===== src/rtl/instr_fetch.sv =====
`default_nettype none
// ============================================================================
// Module      : instr_fetch
// Description : MIPS fetch front end. Single outstanding imem request, 2-entry
//               {pc, instr} queue toward decode, drives PC enable/next-PC.
// Revision    : 1.0 - initial release
// ============================================================================
module instr_fetch #(
    parameter int               WIDTH    = 32,
    parameter logic [WIDTH-1:0] RESET_PC = WIDTH'(32'h0000_3000)
) (
    input  logic             clk,
    input  logic             rst,
    input  logic [WIDTH-1:0] pc_in,
    output logic             pc_en,
    output logic [WIDTH-1:0] pc_next,
    input  logic             redirect,
    input  logic [WIDTH-1:0] redirect_pc,
    output logic             imem_req,
    output logic [WIDTH-1:0] imem_addr,
    input  logic             imem_gnt,
    input  logic             imem_rvalid,
    input  logic [31:0]      imem_rdata,
    output logic             if_valid,
    input  logic             if_ready,
    output logic [31:0]      if_instr,
    output logic [WIDTH-1:0] if_pc
);

    localparam logic [1:0]       c_QCAP    = 2'd2;
    localparam logic [WIDTH-1:0] c_PC_STEP = WIDTH'(4);

    typedef enum logic [1:0] {
        S_REQ  = 2'd0,
        S_WAIT = 2'd1,
        S_DROP = 2'd2
    } state_t;

    state_t           r_state;
    state_t           w_state_nxt;
    logic [WIDTH-1:0] r_req_pc;
    logic [WIDTH-1:0] r_q_pc    [2];
    logic [31:0]      r_q_instr [2];
    logic             r_wr_ptr;
    logic             r_rd_ptr;
    logic [1:0]       r_count;

    logic w_req;
    logic w_grant;
    logic w_push;
    logic w_pop;

    // Credit is checked at issue, so a response always has a free slot.
    assign w_req   = rst && (r_state == S_REQ) && (r_count < c_QCAP) && !redirect;
    assign w_grant = w_req && imem_gnt;
    assign w_push  = (r_state == S_WAIT) && imem_rvalid && !redirect;
    assign w_pop   = if_valid && if_ready && !redirect;

    assign imem_req  = w_req;
    assign imem_addr = pc_in;
    assign pc_en     = rst && (redirect || w_grant);
    assign pc_next   = redirect ? redirect_pc : (pc_in + c_PC_STEP);

    assign if_valid = (r_count != 2'd0);
    assign if_instr = r_q_instr[r_rd_ptr];
    assign if_pc    = r_q_pc[r_rd_ptr];

    always_comb begin
        w_state_nxt = r_state;
        unique case (r_state)
            S_REQ: begin
                if (w_grant) w_state_nxt = S_WAIT;
            end
            S_WAIT: begin
                if (imem_rvalid)   w_state_nxt = S_REQ;
                else if (redirect) w_state_nxt = S_DROP;
            end
            S_DROP: begin
                if (imem_rvalid) w_state_nxt = S_REQ;
            end
            default: w_state_nxt = S_REQ;
        endcase
    end

    always_ff @(posedge clk or negedge rst) begin
        if (!rst) begin
            r_state  <= S_REQ;
            r_req_pc <= RESET_PC;
            r_wr_ptr <= 1'b0;
            r_rd_ptr <= 1'b0;
            r_count  <= 2'd0;
        end else begin
            r_state <= w_state_nxt;
            if (w_grant) r_req_pc <= pc_in;
            // Flush wins over any push or pop in the same cycle.
            if (redirect) begin
                r_wr_ptr <= 1'b0;
                r_rd_ptr <= 1'b0;
                r_count  <= 2'd0;
            end else begin
                if (w_push) r_wr_ptr <= ~r_wr_ptr;
                if (w_pop)  r_rd_ptr <= ~r_rd_ptr;
                if (w_push && !w_pop)      r_count <= r_count + 2'd1;
                else if (w_pop && !w_push) r_count <= r_count - 2'd1;
            end
        end
    end

    always_ff @(posedge clk) begin
        if (w_push) begin
            r_q_pc[r_wr_ptr]    <= r_req_pc;
            r_q_instr[r_wr_ptr] <= imem_rdata;
        end
    end

endmodule
`default_nettype wire


===== config.mk =====
export PLATFORM = sky130hd
export DESIGN_NAME = instr_fetch
export DESIGN_NICKNAME = d
export VERILOG_FILES = /design/src/rtl/instr_fetch.sv
export SDC_FILE = /design/constraint.sdc
export NUM_CORES = 1
export LEC_CHECK = 0
export CORE_MARGIN = 4
export CORE_UTILIZATION = 42
export DETAILED_ROUTE_END_ITERATION = 6
export HOLD_SLACK_MARGIN = 0.06
export PLACE_DENSITY = 0.84
export SYNTH_ARGS = -nofsm -noshare
export SYNTH_HDL_FRONTEND = slang
export SYNTH_SLANG_ARGS = --single-unit
export TNS_END_PERCENT = 10

===== constraint.sdc =====
create_clock -name clk -period 6.5 [get_ports clk]
set_clock_uncertainty 0.1 [all_clocks]
set_input_delay 1.3 -clock clk [delete_from_list [all_inputs] [get_ports clk]]
set_output_delay 1.3 -clock clk [all_outputs]
set_load 0.02 [all_outputs]

==> results.cfg, run 1 <==
[critical_path]
cp.required_ns = 5.10
crit_fanout = 20
cpPeakStageDelay_ns = 0.74
cp_data_arrival_time_ns = 4.56
critPathKind = in2out
crit_top_cell = clkdlybuf4s50_1
cp-start-kind = input pin
crit_chain = clkdlybuf4s50_1 > and4_1 > nand4_1 > or4_1 > a31oi_1 > clkdlybuf4s50_1
end_kind = output port
cp_num_buf_inv = 2
worstRegToRegCells = 3
crit_family = simple AND/OR/NAND/NOR gates
critPathSlowestCell = or4_1
path_depth = 6

[final_layout]
diodes = 0
fill_cells = 1334
fin_util = 0.596
multi_input_area_mm2 = 0.00216
register_area_mm2 = 0.00480
final_net_count = 807
area_growth_pct = 39.6
drive_above_1_share = 0.207
final_cell_count_no_fill = 941
design_area_mm2 = 0.0102

[synth]
synth_cell_type_count = 44
syn_nets = 603
synth_common_cells = edfxtp_1, mux2_2, dfrtp_1, buf_4, nand2_1
synth_top_area_share = 0.524
synth_edf_count = 128
ys_seq_area_frac = 0.654
ys_ff_latch = 166
ys.flop_type = edfxtp_1
synth_area_leaders = edfxtp_1, mux2_2, dfrtp_1, buf_4, nand2_1
synth_warnings = 0
synth.most_common_cell = edfxtp_1
syn_area_per_cell_um2 = 14.7
ys_async_sr_fraction = 0.229
syn_area_mm2 = 0.00733
yosysTopAreaCell = edfxtp_1
syn_inst = 500

[timing]
hold_violations = 0
rsz0062_at_grt = no
final_max_slew_viol_count = 0
final.setup.tns_ns = 0
min_period_ns = 5.96
tightest_slew_ns = 1.02
max_freq_mhz = 168
timing.final.crit_share = 0.917
max_slew_margin = 0.321
setup_viol = 0

[pwr]
p_leak_nw = 3.56
totalPowerFinal_mw = 2.58
vdd_ir_drop_max_uv = 177
p_per_area_mw_per_mm2 = 252

[clock_network]
cts_made_buffers = 17
cts_tree = yes
cts_setup_buffers = 0
insertion_delay_ns = 0.41
ctsResizeCount = 0
cts_buffer_depth = 2
hold_buffers = 0
clk_pin_slew_ns = 0.06
cts.sink_count = 166
ctsHtreeMaxLevel = 4
ctsRootBufferMaster = clkbuf_16

[placement]
post-place-cells = 910
post-dp-hpwl_um = 13600
dpl_cell_area_mm2 = 0.00966
io_buffers = 232
place.gp.congestion = 0.902

[global_routing]
overflow = 0
grt_max_degree = 66
grt_pass1_vias = 5354
grt_pass1_wl_um = 29100
grt_usage = 0.190
antenna_found_initial = 1

[floorplan]
start_util = 0.427
core_area_mm2 = 0.0172
die-area_mm2 = 0.0196
die_w_um = 140
fp-row-count = 48
fp.dieH_um = 140
pin_count = 233

[routing]
drt_first_pass_iters = 5
vias = 5009
wl_um = 19000
via_per_inst = 5.32
drt_iter0_drc = 268
drc_errors = 0
wl_per_cell_um = 20.2
ant_nets = 0

[worst_hold_path]
hold_class = reg2reg
hold_path_depth = 0

[status]
status = complete, no violations

[flow_run]
cap_violations = 0
[area by class of cell]
class                      count  share of cell area
tap                          225              0.0275
timing repair buffer         240               0.233
inverter                       9             0.00330
clock inverter                14              0.0149
sequential                   166               0.469
clock buffer                  17              0.0415
multi-input combinational    270               0.211
[layout by cell type (no fill, tap or decap), types with 3 or more instances in the layout]
master / instances
and4_1: 4
or3_1: 4
xor2_1: 11
and2_1: 3
a31oi_1: 12
dfrtp_1: 35
clkbuf_16: 17
and3_1: 4
nor2b_1: 3
nor2_1: 16
o21ai_0: 20
o31ai_1: 8
nand3_1: 12
nand2_1: 27
or4_1: 10
inv_1: 9
xnor2_1: 4
clkinvlp_4: 3
clkinv_4: 3
buf_4: 7
mux2_2: 99
clkdlybuf4s50_1: 231
edfxtp_1: 128
nand4_1: 9
[stage by stage]
step | hold slack (ns) | setup WS [ns]
2_1_floorplan | 0.337 | -0.255
4_1_cts | 0.368 | 0.568
6_report | 0.364 | 0.540
3_5_place_dp | 0.355 | 0.574
3_3_place_gp | 0.341 | 0.711
5_1_grt | 0.377 | 0.376
[path summary, 6_finish.rpt]
check                           slack [ns]                  endpoint                     from
worst max-delay path                  0.54               pc_next[23]                pc_in[10]
worst min-delay path                  0.36    r_q_pc[0][4]$_DFFE_PP_  r_req_pc[4]$_DFFE_PN0P_
worst max register to register        3.94    r_q_pc[1][0]$_DFFE_PP_   r_state[1]$_DFFE_PN0P_
worst min register to register        0.36    r_q_pc[0][4]$_DFFE_PP_  r_req_pc[4]$_DFFE_PN0P_
max in group asynchronous             4.92      r_rd_ptr$_DFFE_PN0P_                      rst
min in group asynchronous             0.95  r_req_pc[22]$_DFFE_PN0P_                      rst
[worst register-to-register path, stage by stage (launching register included)]
cell      delay [ns]
dfrtp_1         0.42
nand3b_1        0.38
nor3b_4         0.93
buf_12          0.36
[report_power, final]
group | switching [mW] | internal (mW)
Combinational | 0.152 | 0.179
Clock | 0.405 | 0.568
Sequential | 0.0409 | 1.23
Total | 0.599 | 1.98
[routing by layer]
metal | track usage | share of wire
met2 | 0.327 | 0.50
met3 | 0.0495 | 0.067
met1 | 0.235 | 0.41
met5 | 0 | 0.00069
met4 | 0.0627 | 0.019
[flip-flops by register name (all words and copies together) (netlist names)]
signal     flops
r_q_pc        64
r_wr_ptr       1
r_count        2
r_state        2
r_rd_ptr       1
r_q_instr     64
r_req_pc      32
[logic make-up after synthesis]
group | Yosys count | synth area share
buffers and inverters | 64 | 0.0544
XOR/XNOR | 15 | 0.0179
multiplexers | 99 | 0.152
adder cells (fa/ha/maj) | 1 | 0.00171
AND/OR/NAND/NOR | 106 | 0.0785
AO/OA/AOI/OAI | 49 | 0.0413
flip-flops | 166 | 0.654
Power figures use the tool's default switching activity.
==> run 2, diff against run 1 <==
--- a/config.mk
+++ b/config.mk
@@ -5,6 +5,7 @@
 export SDC_FILE = /design/constraint.sdc
 export NUM_CORES = 1
 export LEC_CHECK = 0
+export CAP_MARGIN = 30
 export CORE_MARGIN = 4
 export CORE_UTILIZATION = 42
 export DETAILED_ROUTE_END_ITERATION = 6
==> run 2 against run 1 <==
Net effect:
- flip-flop and latch count unchanged
- global-route usage grew 0.25 points
- worst hold slack worse by 0.0011 ns
- clock-buffer cell count is the same
- register-to-register slack better by 0.33 ns
- utilization fell by 0.051 points
- non-clock buffer count up 1
- first-iteration DRC count decreased by 1.5%
- sequential share of layout area about the same
- maximum frequency is 0.28% higher
==> results.cfg, run 2 (synthesized netlist as in run 1, its figures left out) <==
[pwr]
p_switching_mw = 0.602
power.share.clock = 0.369
pwr-share-seq = 0.501
p_leak_nw = 3.55
p_per_area_mw_per_mm2 = 248
switching_share = 0.237
p_comb_frac = 0.131
vdd_ir_drop_max_uv = 178
internal-power_mw = 1.94

[clock_network]
clk_pin_slew_ns = 0.06
ctsResizeCount = 0
cts_buffer_depth = 2
ctsHtreeMaxLevel = 4
cts_tree = yes
cts_setup_buffers = 0
cts.sink_count = 166
cts_made_buffers = 17
hold_buffers = 0
insertion_delay_ns = 0.41
ctsRootBufferMaster = clkbuf_16

[timing]
setup_viol = 0
hold_violations = 0
rsz0062_at_grt = no
tightest_slew_ns = 0.978
max_slew_margin = 0.347
final.setup.tns_ns = 0
timing.final.crit_share = 0.914
min_period_ns = 5.94
max_freq_mhz = 168
final_max_slew_viol_count = 0

[global_routing]
grt_pass1_wl_um = 29500
grt_pass1_vias = 5366
grt_max_degree = 66
overflow = 0
antenna_found_initial = 1
grt_usage = 0.193

[floorplan]
fp-row-count = 48
fp.dieH_um = 140
die-area_mm2 = 0.0196
start_util = 0.427
die_w_um = 140
core_area_mm2 = 0.0172
pin_count = 233

[final_layout]
area_growth_pct = 39.5
reg.largest.list = r_q_instr: 64 flops, r_q_pc: 64 flops, r_req_pc: 32 flops
final_common_cell = clkdlybuf4s50_1
final_net_count = 808
fill_cells = 1333
diodes = 0
layout_common_cells = clkdlybuf4s50_1, edfxtp_1, mux2_2, dfrtp_1, nand2_1
drive_above_1_share = 0.208
design_area_mm2 = 0.0102

[critical_path]
end_kind = output port
cp-start-kind = input pin
cp_data_arrival_time_ns = 4.54
critPathKind = in2out
cp.required_ns = 5.10
reg2reg_slack_ns = 4.27
crit_fanout = 20

[routing]
via_per_inst = 5.30
wl_per_cell_um = 20.4
drc_errors = 0
wl_um = 19200
drt_first_pass_iters = 4
vias = 4988
ant_nets = 0
drt_iter0_drc = 264

[placement]
io_buffers = 232
dpl_cell_area_mm2 = 0.00968
post-dp-hpwl_um = 13700
place.gp.congestion = 0.902

[worst_hold_path]
hold_class = reg2reg

[status]
status = complete, no violations

[flow_run]
cap_violations = 0
[run 2: metrics by stage]
stage	total power [mW]	hold slack (ns)	instances	utilization	worst slack [ns]
after CTS	2.56	0.366	942	0.596	0.585
after detailed placement	1.63	0.351	911	0.563	0.605
final	2.54	0.363	942	0.596	0.557
after global placement	1.61	0.341	910	0.563	0.711
after floorplan	1.44	0.337	500	-	-0.255
after global routing	2.64	0.377	942	0.596	0.356
[run 2: power groups by stage]
| stage | Combinational (mW) | Clock (mW) | Sequential, mW |
|---|---|---|---|
| floorplan | 0.168 | 0 | 1.28 |
| global placement | 0.324 | 0 | 1.29 |
| detailed placement | 0.333 | 0 | 1.29 |
| CTS | 0.335 | 0.958 | 1.27 |
| global route | 0.353 | 1.01 | 1.28 |
| finish | 0.332 | 0.936 | 1.27 |
[run 2: worst paths after layout]
kind / from / to / cells past startpoint
max: pc_in[10] / pc_next[29] / 6
min: r_req_pc[1]$_DFFE_PN0P_ / r_q_pc[1][1]$_DFFE_PP_ / 0
max reg2reg: r_state[1]$_DFFE_PN0P_ / r_q_pc[1][0]$_DFFE_PP_ / 3
min reg2reg: r_req_pc[1]$_DFFE_PN0P_ / r_q_pc[1][1]$_DFFE_PP_ / 0
max in group asynchronous: rst / r_rd_ptr$_DFFE_PN0P_ / 2
min in group asynchronous: rst / r_req_pc[27]$_DFFE_PN0P_ / 2
[run 2: worst max-delay path, cell delays in order]
cell and delay, ns:
clkdlybuf4s50_1 0.59, and4_1 0.38, nand4_1 0.67, or4_1 0.72
a31oi_1 0.23, clkdlybuf4s50_1 0.64
[run 2: layout make-up]
type	count	area, um2	area share
sequential	166	4800	0.469
timing repair buffer	241	2400	0.235
clock inverter	14	129	0.0126
tap	225	282	0.0275
multi-input combinational	270	2160	0.211
clock buffer	17	425	0.0416
inverter	9	33.8	0.00330
[run 2: layer usage]
metal	vias to the layer above	part of all wire	track usage
met4	2	0.023	0.0683
met3	39	0.064	0.0471
met5	-	0.00068	0
li1	2263	-	-
met2	232	0.50	0.330
met1	2452	0.41	0.239
